==> src/rtl/cpm_word_packer.sv <==
// rtl/cpm_word_packer.sv - packs narrow samples LSB-first into FIFO words with full-flag backpressure
module cpm_word_packer #(
   parameter int DATA_WIDTH = 64,
   parameter int IN_WIDTH   = 16
) (
   input  logic                  clk,
   input  logic                  rst_n,
   input  logic                  Reset,
   input  logic                  in_valid,
   input  logic [IN_WIDTH-1:0]   in_data,
   input  logic                  in_last,
   output logic                  in_ready,
   input  logic                  fifo_full,
   output logic                  fifo_push,
   output logic [DATA_WIDTH-1:0] fifo_data,
   output logic                  frame_done,
   output logic [15:0]           word_count
);

   localparam int LANES  = DATA_WIDTH / IN_WIDTH;
   localparam int LANE_W = (LANES > 1) ? $clog2(LANES) : 1;

   logic [DATA_WIDTH-1:0] asm_q;
   logic [LANE_W-1:0]     lane_q;
   logic [DATA_WIDTH-1:0] out_word_q;
   logic                  out_vld_q;
   logic                  out_last_q;

   logic                  accept;
   logic                  complete;
   logic                  push;
   logic                  lane_full;
   logic [DATA_WIDTH-1:0] merged;

   assign push      = out_vld_q && !fifo_full;
   assign in_ready  = !out_vld_q || !fifo_full;
   assign accept    = in_valid && in_ready;
   assign lane_full = (lane_q == LANE_W'(LANES - 1));
   assign complete  = accept && (lane_full || in_last);

   assign fifo_push = push;
   assign fifo_data = out_word_q;

   // Current partial word with the incoming sample dropped into its lane; higher lanes are still zero.
   always_comb begin
      merged = asm_q;
      for (int i = 0; i < LANES; i++) begin
         if (lane_q == LANE_W'(i)) begin
            merged[i*IN_WIDTH +: IN_WIDTH] = in_data;
         end
      end
   end

   // Assembly, output staging, push counting and frame-done pulse.
   always_ff @(posedge clk or negedge rst_n) begin
      if (!rst_n) begin
         asm_q      <= '0;
         lane_q     <= '0;
         out_word_q <= '0;
         out_vld_q  <= 1'b0;
         out_last_q <= 1'b0;
         frame_done <= 1'b0;
         word_count <= '0;
      end else if (Reset) begin
         asm_q      <= '0;
         lane_q     <= '0;
         out_word_q <= '0;
         out_vld_q  <= 1'b0;
         out_last_q <= 1'b0;
         frame_done <= 1'b0;
         word_count <= '0;
      end else begin
         if (complete) begin
            out_word_q <= merged;
            out_vld_q  <= 1'b1;
            out_last_q <= in_last;
            asm_q      <= '0;
            lane_q     <= '0;
         end else begin
            if (accept) begin
               asm_q  <= merged;
               lane_q <= lane_q + 1'b1;
            end
            if (push) begin
               out_vld_q <= 1'b0;
            end
         end
         frame_done <= push && out_last_q;
         if (push) begin
            word_count <= word_count + 16'd1;
         end
      end
   end

endmodule

==> config.mk <==
export PLATFORM = sky130hd
export DESIGN_NAME = cpm_word_packer
export DESIGN_NICKNAME = d
export VERILOG_FILES = /design/src/rtl/cpm_word_packer.sv
export SDC_FILE = /design/constraint.sdc
export NUM_CORES = 1
export LEC_CHECK = 0
export ABC_AREA = 1
export CAP_MARGIN = 20
export CORE_MARGIN = 4
export CORE_UTILIZATION = 24
export CTS_CLUSTER_DIAMETER = 150
export DETAILED_ROUTE_END_ITERATION = 8
export PLACE_DENSITY = 0.49
export SYNTH_ARGS = -nofsm -noshare
export SYNTH_HDL_FRONTEND = slang
export SYNTH_SLANG_ARGS = --single-unit
==> constraint.sdc <==
create_clock -name clk -period 1.75 [get_ports clk]
set_clock_uncertainty 0.15 [all_clocks]
set_input_delay 0.2625 -clock clk [delete_from_list [all_inputs] [get_ports clk]]
set_output_delay 0.2625 -clock clk [all_outputs]
set_load 0.05 [all_outputs]
; ---- Word level (Yosys, flattened, before mapping)
; Cells that the tools add are included.
[classes]
add_sub_neg = 2
mul = 0
magnitude_cmp = 0
n_reduce_logical = 13
mux = 20
eq_ne = 3
div_mod_pow = 0
shift = 0
bitwise_logic = 0
[op_table]
columns = cell, n
row1 = $mux 64, 5
row2 = $mux 16, 6
row3 = $add 16x1->16 const B, 1
row4 = $mux 1, 6
row5 = $mux 2, 3
row6 = $reduce_bool 3->1, 2
row7 = $eq 2x2->1 const B, 2
row8 = $logic_and 1x1->1, 4
row9 = $reduce_bool 2->1, 2
row10 = $add 2x1->2 const B, 1
row11 = $eq 2x1->1 const B, 1
row12 = $logic_not 1->1, 2
row13 = $logic_not 2->1, 1
row14 = $logic_or 1x1->1, 2
[word_totals]
latchBits = 0
memories = 0
mem_bits_rw = 0
romBits = 0
wordCells = 45
ff_bits = 149

; ---- Depth between registers and ports, before layout
; Gate-level depths: netlist of the first run.
[depth]
ltp_word = 6
ltp_mapped = 8
ltp_nobuf = 8

; ---- Least setup slack after synthesis of the first run
; OpenSTA, ideal clock, no wires.
[synth_path]
path_kind = register to register
start = register word_count[1]
end = register word_count[8]
setup_ns = 0.123
path_buffers = 0
t_arrival_ns = 1.530
path_stages_with_launch = 7
slack_ns = -0.053
period_less_slack_ns = 1.803
cell_sequence = dfrtp_1 ha_1 nand3_1 nor2_1 nand2_1 nor3b_1 nor2_1
[synth_via]
elab_chain_len = 3
[synth_lines]
columns = item, line
row1 = start: declaration, 17  ; output logic [15:0] word_count
row2 = start signal: assignment, 90  ; word_count <= word_count + 16'd1;
row3 = $add 16x1->16, 90
row4 = $mux 16, 89  ; if (push) begin
row5 = $mux 16, 64  ; end else if (Reset) begin
; No other way between the ends. The select of a mux whose other input is x is not followed.
; A chain may end at the register's enable or synchronous reset.

; ---- Worst setup path after layout of the first run
[layout_path]
start = register out_vld_q
end = output fifo_push
[layout_via]
elab_chain_len = 1
[layout_lines]
columns = item, line
row1 = start: declaration, 26  ; logic out_vld_q;
row2 = start signal: assignment, 60  ; out_vld_q <= 1'b0;
row3 = start signal: assignment, 68  ; out_vld_q <= 1'b0;
row4 = start signal: assignment, 75  ; out_vld_q <= 1'b1;
row5 = $logic_and 1x1->1, 35  ; assign push = out_vld_q && !fifo_full;
row6 = end: declaration, 14  ; output logic fifo_push,
; No other way between the ends.

==> results of run 1 <==
==> worst min path at each step <==
stage / end / cells after the start / slack (ps) / start
finish: fifo_data[12] / 2 / 140 / rst_n
floorplan: asm_q[0] / 0 / -180 / rst_n
detailed placement: fifo_data[12] / 1 / 30 / rst_n
global route: fifo_data[13] / 2 / 160 / rst_n
CTS: fifo_data[11] / 2 / 140 / rst_n
global placement: asm_q[20] / 1 / 30 / rst_n
==> cells by family (layout without fill, tap and decap cells) <==
logic type               after synthesis  count (layout)  synth area share [%]
AND/OR/NAND/NOR                      304             304                  20.0
AO/OA/AOI/OAI                        215             215                  16.5
flip-flops                           149             149                  54.8
buffers and inverters                128             270                  7.74
adder cells (fa/ha/maj)                5               5                 0.919
==> power by group through the flow <==
stage / Sequential (mW) / Clock [mW] / Combinational (mW)
after floorplan: 4.03 / 0 / 0.607
final: 3.75 / 3.91 / 1.61
after global routing: 3.77 / 4.18 / 1.75
after CTS: 3.75 / 4.03 / 1.59
after global placement: 3.81 / 0 / 1.57
after detailed placement: 3.81 / 0 / 1.58
==> worst register-to-register path, delay by kind of cell, from the launching register on <==
kind                     cells  cell delay [ps]
flip-flops                   1              370
buffers and inverters        3              400
AO/OA/AOI/OAI                3              430
adder cells (fa/ha/maj)      1              220
==> placed cells by master (no fill, tap or decap) <==
cell type	count
o21ai_1	68
ha_1	4
nor2_2	1
o21bai_1	2
clkinv_2	1
inv_6	6
nor3_1	2
nand2_1	120
a31oi_1	1
o22ai_1	31
inv_4	2
clkinv_4	2
clkdlybuf4s50_1	20
buf_4	109
clkinvlp_4	1
o21ai_0	71
nand3_2	1
ha_2	1
buf_6	2
nand2_2	5
o21a_1	1
nand3_1	142
clkbuf_16	19
a21oi_1	40
nor2_4	1
inv_1	62
nor3b_1	2
buf_12	38
clkbuf_8	3
nand2_4	1
dfrtp_1	148
inv_2	1
dfrtp_2	1
nor2_1	26
nand4_1	3
dlygate4sd3_1	1
bufinv_16	3
a211oi_1	1
==> Yosys cell counts (2+ instances only) <==
cell      instances
a21oi_1          40
buf_1            11
buf_2            16
buf_4             7
clkbuf_1         28
dfrtp_1         149
ha_1              5
inv_1            64
nand2_1         121
nand2_2           4
nand3_1         143
nand4_1           3
nor2_1           27
nor3_1            2
nor3b_1           2
o21ai_0          95
o21ai_1          44
o21bai_1          2
o22ai_1          31
==> routing by layer <==
| layer | up-vias | GRT usage, % |
|---|---|---|
| met5 | - | 0 |
| met4 | 0 | 3.58 |
| met3 | 13 | 2.68 |
| met1 | 2879 | 19.7 |
| li1 | 2993 | - |
| met2 | 138 | 21.7 |
==> metrics by stage <==
stage | instances | TNS, ps | setup WS [ps] | hold WS, ps | utilization [%]
after CTS | 1317 | 0 | 4.99 | 135 | 33.9
after detailed placement | 1283 | -6080 | -102 | 31.1 | 31.5
after global routing | 1321 | 0 | 1.55 | 161 | 34.2
after global placement | 1283 | -5280 | -85.9 | 27.6 | 31.5
after floorplan | 801 | -32.6 | -32.6 | -183 | -
final | 1321 | 0 | 73.0 | 140 | 34.2
==> registers in the layout, indices dropped and copies added, names as in the netlist <==
name / count
asm_q: 64
fifo_data: 64
frame_done: 1
lane_q: 2
out_last_q: 1
out_vld_q: 1
word_count: 16
==> repair_timing <==
item,in CTS,in global routing
resized for setup,3,31
pin swaps,1,2
hold endpoints to repair,149,0
setup endpoints to repair,2,81
hold buffers,1,0
cloned,0,2
buffers inserted,1,2
==> area by class of cell <==
type | count | area share (%)
Tap cell | 378 | 4.97
Sequential cell | 149 | 39.2
Clock inverter | 12 | 1.72
Inverter | 66 | 2.71
Multi-Input combinational cell | 524 | 26.9
Clock buffer | 20 | 4.90
Timing Repair Buffer | 172 | 19.6
==> key figures, run 1 <==
Timing
  • Final setup vio count: 0
  • Worst-Margin Slew: 392 ps
  • Fmax: 0.596 GHz
  • Pins Over Slew Limit: 0
  • Final worst path period share: 95.8%
  • Crit path time final: 1680 ps
  • Fin. Hold Viols: 0
  • RSZ-0062 raised after global routing: no
  • Slew headroom: about three quarters

Flow run
  • MaxCap Viol Count: 0

Final layout
  • Layout net count: 957
  • Diode count: 0
  • Area occupied by registers: 3730 um2
  • Area growth syn-to-layout: 39.8%
  • Footprint of the multi-input gates: 2560 um2
  • Finished layout cell area: 9520 um2
  • Filler cell count: 2874
  • Layout cells sized above 1: between 20% and 30%

Power and ir drop
  • Int Pwr: 6.60 mW
  • Power Density: 974 nW/um2
  • Maximum vdd drop: 469 uV
  • Power, Total: 9.27 mW
  • Clk pwr share: 42.2%
  • Flop pwr share: 40.4%
  • Net Switching: around 2.7 mW
  • Pleak: 4.35 nW
  • Logic pwr share: between 15 and 20%
  • Switching part of the total: 28.8%

Detailed routing
  • Met3 Routed Length: 740 um
  • Vias after detailed routing: around 6000
  • Starting DRT DRC Count: 503
  • TritonRoute pass-1 iters: 5
  • Via density: 4.56
  • Metal-1 WL: about 11000 um
  • Residual DRC: 0
  • Routed len/inst: around 16 um
  • WL final: 21800 um
  • Uppermost layer routed: met4
  • Met2 WL: just over 10000 um
  • Routed Antenna Nets: 0

Worst setup path
  • Crit path buf inv count: 3
  • CP arrival: roughly 1300 ps
  • R2R depth: 7
  • R2r setup slk: 100 ps
  • WP depth: 4
  • R2r endpoint: fifo_data[25]
  • Crit path capture type: primary output
  • Delay of the slowest critical-path stage: roughly 410 ps
  • Critical path start-end classification: flip-flop to primary output
  • Top Family by Delay on Critical Path: flip-flops
  • Critical path cell sequence: nand2_2, inv_4, buf_6, buf_12
  • CP max-delay cell: dfrtp_1
  • Worst-path fanout max: 4
  • Nature of the critical path startpoint: flip-flop
  • CP startpoint: out_vld_q
  • Worst endpoint required time: between 1000 and 1500 ps
  • Worst setup endpoint: fifo_push
  • Reg2reg start: lane_q[1]

Yosys
  • EDFF count, synth: 0
  • Synth warnings: 0
  • Unique masters post-synth: 26
  • Post-synthesis sequential area ratio: 54.8%
  • Synth area leaders: dfrtp_1 (55%), nand3_1 (11%), o21ai_0 (7.0%), nand2_1 (6.7%), inv_1 (3.5%)
  • Synthesized flop and latch total: 149
  • Async set or reset register ratio after synthesis: 100%
  • Netlist Area Pre-Place: 6810 um2
  • Synth Area per Inst: 8.50 um2
  • Synth top area share: between 50% and 60%
  • Predominant post-synthesis flop cell: dfrtp_1
  • Syn Nets: 828
  • Cells after synthesis: between 800 and 900
  • Synth area leader: dfrtp_1

Global route
  • Remaining global-route overflow: 0
  • First-pass GRT wire length: ~34000 um
  • Total GRT Usage: 13.8%
  • Vias in the first global route: 5836
  • Largest net degree at the start of global routing: 53
  • Antenna violations before repair: 0

Floorplanning
  • Die Wd: 176 um
  • Initial Util: between 20% and 30%
  • Site Rows: just over 60
  • Die Y: between 150 and 200 um
  • Die Area: between 30000 and 40000 um2
  • Placeable Area: 27900 um2
  • I/O pin cnt: 105

Placement
  • Port buffer count: 104
  • Area after DPL: around 8800 um2
  • Post-DP HPWL: 14800 um
  • GPL Wtd Cong: 0.764

Clocking
  • Root Driver: clkbuf_16
  • Clock sinks: 149
  • CTS tree: yes
  • H-Tree Depth: 4
  • Reg clk slew, reported paths: 70 ps
  • Skew-Pair Late Insertion Delay: 420 ps
  • Total CTS buffers: 17
  • Maximum clock insertion buffer count: 2

Min path
  • Worst Hold Class: input pin to asynchronous set/reset pin

Outcome
  • Status: finished, final reports clean
Power figures use the tool's default switching activity.
==> run 2: changes to the inputs <==
--- a/config.mk
+++ b/config.mk
@@ -10,5 +10,5 @@
 export CORE_MARGIN = 4
 export CORE_UTILIZATION = 24
-export CTS_CLUSTER_DIAMETER = 150
+export CTS_CLUSTER_DIAMETER = 80
 export DETAILED_ROUTE_END_ITERATION = 8
 export PLACE_DENSITY = 0.49
==> constraint.sdc (replaced) <==
create_clock -name clk -period 1.75 [get_ports clk]
set_clock_uncertainty 0.15 [all_clocks]
set_input_delay 0.35 -clock clk [delete_from_list [all_inputs] [get_ports clk]]
set_output_delay 0.35 -clock clk [all_outputs]
set_load 0.05 [all_outputs]
==> run 2 against run 1 <==
Against the previous run: hold slack improved by 87 ps; die area unchanged; routed wire length decreased by 3.3%; global-route usage decreased by 0.11 points; sequential share of layout area decreased by 2.9 points; clock power decreased by 5.4%; critical path depth decreased by 1; largest cell class unchanged.
==> key figures, run 2 (synthesis results as in run 1) <==
Placement
  • Placed Cells: 1286 (was 1283)
  • Post-DP HPWL: 14800 um (about the same)
  • GPL Wtd Cong: 0.741 (was 0.764)
  • Port buffer count: 104 (unchanged)
  • Area after DPL: 9600 um2 (was 8780 um2)

Worst setup path
  • R2R depth: 7 (unchanged)
  • CP max-delay cell: dfrtp_2 (was dfrtp_1)
  • Worst-path fanout max: 3 (was 4)
  • Crit path capture type: primary output (unchanged)
  • Critical path start-end classification: flip-flop to primary output (unchanged)
  • Nature of the critical path startpoint: flip-flop (unchanged)
  • CP arrival: 1200 ps (was 1260 ps)
  • Worst endpoint required time: 1250 ps (was 1340 ps)
  • Delay of the slowest critical-path stage: 450 ps (was 410 ps)
  • Critical path cell sequence: nand2_4, buf_6, buf_12 (was nand2_2, inv_4, buf_6, buf_12)

Final layout
  • Filler cell count: 2788 (was 2874)
  • Footprint of the multi-input gates: 2570 um2 (was 2560 um2)
  • Area growth syn-to-layout: 51.0% (was 39.8%)
  • Area occupied by registers: 3730 um2 (about the same)
  • Finished layout cell area: 10300 um2 (was 9520 um2)
  • Most common cell after layout, fill and taps aside: dfrtp_1 (unchanged)
  • Final Util: 36.9% (was 34.2%)
  • Diode count: 0 (unchanged)
  • Most frequent cells in the layout: dfrtp_1 (147), nand3_1 (143), nand2_1 (120) (was dfrtp_1 (148), nand3_1 (142), nand2_1 (120))
  • Post-Layout Cell Count: 1321 (unchanged)
  • Layout net count: 957 (unchanged)
  • Layout cells sized above 1: 21.0% (unchanged)

Global route
  • First-pass GRT wire length: 33700 um (was 33900 um)
  • Remaining global-route overflow: 0 (unchanged)
  • Vias in the first global route: 5709 (was 5836)
  • Total GRT Usage: 13.7% (was 13.8%)
  • Antenna violations before repair: 0 (unchanged)
  • Largest net degree at the start of global routing: 46 (was 53)

Floorplanning
  • Site Rows: 61 (unchanged)
  • Initial Util: 24.4% (unchanged)
  • Die Area: 31100 um2 (unchanged)
  • I/O pin cnt: 105 (unchanged)
  • Die Wd: 176 um (unchanged)
  • Placeable Area: 27900 um2 (unchanged)
  • Die Y: 176 um (unchanged)

Detailed routing
  • Via density: 4.56 (unchanged)
  • Residual DRC: 0 (unchanged)
  • Vias after detailed routing: 6023 (unchanged)
  • Routed len/inst: 15.9 um (was 16.5 um)
  • WL final: 21000 um (was 21800 um)
  • Routed Antenna Nets: 0 (unchanged)
  • Starting DRT DRC Count: 492 (was 503)
  • TritonRoute pass-1 iters: 6 (was 5)

Flow run
  • MaxCap Viol Count: 0 (unchanged)

Timing
  • Slew headroom: 69.4% (was 73.6%)
  • Final worst path period share: 96.9% (was 95.8%)
  • Worst-Margin Slew: 453 ps (was 392 ps)
  • RSZ-0062 raised after global routing: yes (was no)
  • Fin. Hold Viols: 0 (unchanged)
  • Pins Over Slew Limit: 0 (unchanged)
  • Crit path time final: 1700 ps (was 1680 ps)
  • Fmax: 0.590 GHz (was 0.596 GHz)
  • Final setup vio count: 0 (unchanged)

Clocking
  • Maximum clock insertion buffer count: 2 (unchanged)
  • CTS tree: yes (unchanged)
  • Clock sinks: 149 (unchanged)
  • Total CTS buffers: 17 (unchanged)
  • Skew-Pair Late Insertion Delay: 420 ps (about the same)
  • H-Tree Depth: 4 (unchanged)
  • Root Driver: clkbuf_16 (unchanged)
  • Reg clk slew, reported paths: 60 ps (was 70 ps)

Outcome
  • Status: finished, final reports clean (unchanged)

Power and ir drop
  • Pleak: 4.51 nW (was 4.35 nW)
  • Power, Total: 9.22 mW (was 9.27 mW)
  • Maximum vdd drop: 558 uV (was 469 uV)
  • Power Density: 897 nW/um2 (was 974 nW/um2)

Min path
  • Worst Hold Class: input pin to flip-flop (was input pin to asynchronous set/reset pin)
  • WHS Path Cells: 4
run 2: cell count changes in the layout (fill, tap and decap cells not counted), moves of 2 or more:
cell / previous run / this run
buf_12: 38 / 102
buf_4: 109 / 46
clkinv_2: 1 / 3
clkinvlp_4: 1 / 5
inv_6: 6 / 1
nand2_2: 5 / 3
nand2_4: 1 / 3
o21ai_0: 71 / 76
o21ai_1: 68 / 63
run 2: stage by stage:
| step | setup WS, ps | hold WS (ps) | TNS, ps |
|---|---|---|---|
| after floorplan | -32.6 | -95.6 | -32.6 |
| after global placement | -174 | 143 | -18830 |
| after detailed placement | -224 | 144 | -20390 |
| after CTS | 3.72 | 258 | 0 |
| after global routing | -6.65 | 242 | -11.4 |
| final | 54.7 | 227 | 0 |
run 2: what timing repair did:
action	in CTS	in global routing
setup endpoints to repair	7	84
hold buffers	1	0
setup buffers	1	0
endpoints found under the hold margin	33	0
gates cloned	0	1
pin swaps	0	2
gates resized for setup	5	25
run 2: critical path: cells and delay by family (launching register included):
family                 cells  cell delay, ps
buffers and inverters      2             230
flip-flops                 1             450
AND/OR/NAND/NOR            1              90
run 2: per-layer routing:
layer / vias to the layer above / share of wire (%) / global-route usage [%] / wire, um
li1: 2992 / - / - / -
met1: 2894 / 48 / 20.0 / 10000
met2: 123 / 47 / 20.9 / 9900
met3: 14 / 4.2 / 3.02 / 882
met4: 0 / 1.1 / 3.06 / 229
met5: - / 0 / 0 / 0
run 2: path summary, 6_finish.rpt:
check	start	endpoint	slack, ps
worst max register to register	lane_q[0]	out_last_q	70
max in group asynchronous	rst_n	asm_q[48]	580
worst min register to register	asm_q[29]	asm_q[29]	370
worst min-delay path	fifo_full	out_vld_q	230
worst max-delay path	out_vld_q	in_ready	50
min in group asynchronous	rst_n	asm_q[13]	250
run 2: cell type report:
type,instances,area share [%]
repair buffers,172,25.8
well taps,378,4.60
clock buffers,21,4.58
flip-flops and latches,149,36.3
multi-input cells,524,25.1
inverters,66,2.47
clock inverters,11,1.22
run 2: where the power goes:
group | switching [mW] | internal, mW
clock network | 1.49 | 2.21
logic | 1.02 | 0.712
registers | 0.148 | 3.64
==> run 3: changes to the inputs <==
- GPL_ROUTABILITY_DRIVEN: unset -> 1
- PLACE_DENSITY: 0.49 -> 0.48
- clock period: 1.75 -> 1.8 ns (I/O delays scaled with it)
==> run 3 against run 2 <==
Against the previous run: total power is 6.0% lower; hold slack worse by 2.2 ps; count of clock-buffer cells in the layout is 1 lower; final cell count is 0.38% lower; global-route usage is 0.13 points lower; via count is 0.73% lower; design area is 1.3% lower; register-to-register slack hardly changed; critical path depth is 2 higher; clock power is 9.7% lower; combinational power is 5% lower; largest power group unchanged; highest routed layer unchanged.
==> key figures, run 3 (synthesis results as in run 1) <==
Detailed routing
  • Routed Antenna Nets: 0 (unchanged)
  • Via density: 4.54 (was 4.56)
  • WL final: 21000 um (about the same)
  • Residual DRC: 0 (unchanged)
  • Routed len/inst: 15.9 um (about the same)
  • Vias after detailed routing: 5979 (was 6023)
  • TritonRoute pass-1 iters: 5 (was 6)
  • Starting DRT DRC Count: 384 (was 492)

Power and ir drop
  • Pleak: 4.45 nW (was 4.51 nW)
  • Net Switching: 2.55 mW (was 2.65 mW)
  • Logic pwr share: 19.0% (was 18.7%)
  • Maximum vdd drop: 401 uV (was 558 uV)
  • Power Density: 854 nW/um2 (was 897 nW/um2)
  • Int Pwr: 6.11 mW (was 6.57 mW)
  • Clk pwr share: 38.6% (was 40.2%)
  • Switching part of the total: 29.5% (was 28.7%)
  • Flop pwr share: 42.5% (was 41.1%)

Floorplanning
  • Die Area: 31100 um2 (unchanged)
  • Die Y: 176 um (unchanged)
  • Die Wd: 176 um (unchanged)
  • I/O pin cnt: 105 (unchanged)
  • Initial Util: 24.4% (unchanged)
  • Placeable Area: 27900 um2 (unchanged)
  • Site Rows: 61 (unchanged)

Final layout
  • Most common cell after layout, fill and taps aside: dfrtp_1 (unchanged)
  • Most frequent cells in the layout: dfrtp_1 (148), nand3_1 (142), nand2_1 (120) (was dfrtp_1 (147), nand3_1 (143), nand2_1 (120))
  • Layout net count: 953 (was 957)
  • Post-Layout Cell Count: 1316 (was 1321)
  • Area growth syn-to-layout: 49.0% (was 51.0%)
  • Layout cells sized above 1: 20.1% (was 21.0%)
  • Final Util: 36.4% (was 36.9%)
  • Filler cell count: 2804 (was 2788)
  • Diode count: 0 (unchanged)

Global route
  • Antenna violations before repair: 0 (unchanged)
  • First-pass GRT wire length: 33800 um (was 33700 um)
  • Largest net degree at the start of global routing: 61 (was 46)
  • Vias in the first global route: 5935 (was 5709)
  • Remaining global-route overflow: 0 (unchanged)
  • Total GRT Usage: 13.6% (was 13.7%)

Worst setup path
  • Critical path start-end classification: flip-flop to flip-flop (was flip-flop to primary output)
  • Worst endpoint required time: 1940 ps (was 1250 ps)
  • CP arrival: 1860 ps (was 1200 ps)
  • Nature of the critical path startpoint: flip-flop (unchanged)
  • Worst-path fanout max: 32 (was 3)
  • R2R depth: 5 (was 7)
  • Crit path capture type: flip-flop (was primary output)

Timing
  • RSZ-0062 raised after global routing: no (was yes)
  • Setup ws final: 73.5 ps (was 54.7 ps)
  • Slew headroom: 68.8% (was 69.4%)
  • Worst-Margin Slew: 464 ps (was 453 ps)
  • Fmax: 0.579 GHz
  • Min Hold Slack: 224 ps (was 227 ps)
  • Setup TNS: 0 ps (unchanged)
  • Crit path time final: 1730 ps
  • Final setup vio count: 0 (unchanged)
  • Pins Over Slew Limit: 0 (unchanged)
  • Final worst path period share: 95.9%
  • Fin. Hold Viols: 0 (unchanged)

Outcome
  • Status: finished, final reports clean (unchanged)

Placement
  • Port buffer count: 104 (unchanged)
  • GPL Wtd Cong: 0.782 (was 0.741)
  • Placed Cells: 1282 (was 1286)
  • Post-DP HPWL: 14800 um (about the same)
  • Setup WS pre-CTS: -190 ps (was -224 ps)

Clocking
  • Reg clk slew, reported paths: 60 ps (about the same)
  • Clock sinks: 149 (unchanged)
  • Root Driver: clkbuf_16 (unchanged)
  • Total CTS buffers: 17 (unchanged)
  • Skew-Pair Late Insertion Delay: 420 ps (about the same)
  • Maximum clock insertion buffer count: 2 (unchanged)
  • CTS tree: yes (unchanged)
  • H-Tree Depth: 4 (unchanged)

Min path
  • Worst Hold Class: input pin to asynchronous set/reset pin (was input pin to flip-flop)

Flow run
  • MaxCap Viol Count: 0 (unchanged)
run 3: layout make-up:
cell class | count | area (um2) | share of cell area (%)
Sequential cell | 149 | 3730 | 36.8
Timing Repair Buffer | 168 | 2580 | 25.4
Multi-Input combinational cell | 524 | 2560 | 25.3
Tap cell | 378 | 473 | 4.66
Clock buffer | 20 | 437 | 4.31
Inverter | 66 | 254 | 2.50
Clock inverter | 11 | 105 | 1.04
run 3: power by group through the flow:
stage	combinational, mW	sequential [mW]	clock, mW
3_3_place_gp	1.64	3.74	0
6_report	1.64	3.68	3.34
4_1_cts	1.65	3.68	3.43
2_1_floorplan	0.590	3.92	0
5_1_grt	1.79	3.70	3.55
3_5_place_dp	1.64	3.74	0
run 3: through the flow:
step	area [um2]	power (mW)
floorplan	6810	4.51
global placement	9540	5.37
detailed placement	9540	5.38
CTS	10100	8.76
global route	10100	9.04
finish	10100	8.66
run 3: routing by layer:
| metal | share of wire (%) | vias to the layer above | global-route usage [%] |
|---|---|---|---|
| li1 | - | 2973 | - |
| met4 | 0.74 | 0 | 3.06 |
| met5 | 0 | - | 0 |
| met1 | 49 | 2894 | 19.4 |
| met3 | 3.5 | 11 | 3.13 |
| met2 | 47 | 101 | 21.1 |
run 3: worst max-delay path, stage by stage (launching register included):
cell	delay, ps
dfrtp_1	380
inv_1	100
ha_1	240
buf_12	170
o21ai_0	410
o21ai_0	140
run 3: worst paths after layout:
check,start,end,slack (ps)
max in group asynchronous,rst_n,asm_q[41],640
min in group clk,fifo_full,out_vld_q,240
worst min register to register,asm_q[1],asm_q[1],360
worst max register to register,lane_q[0],fifo_data[11],70
worst min-delay path,rst_n,word_count[0],220
worst max-delay path,lane_q[0],fifo_data[11],70
run 3: repair_timing:
item / in CTS / in global routing
gates resized for setup: 3 / 10
hold buffers: 1 / 0
endpoints found under the hold margin: 88 / 0
gates cloned: 0 / 1
setup buffers: 1 / 0
setup endpoints to repair: 1 / 75
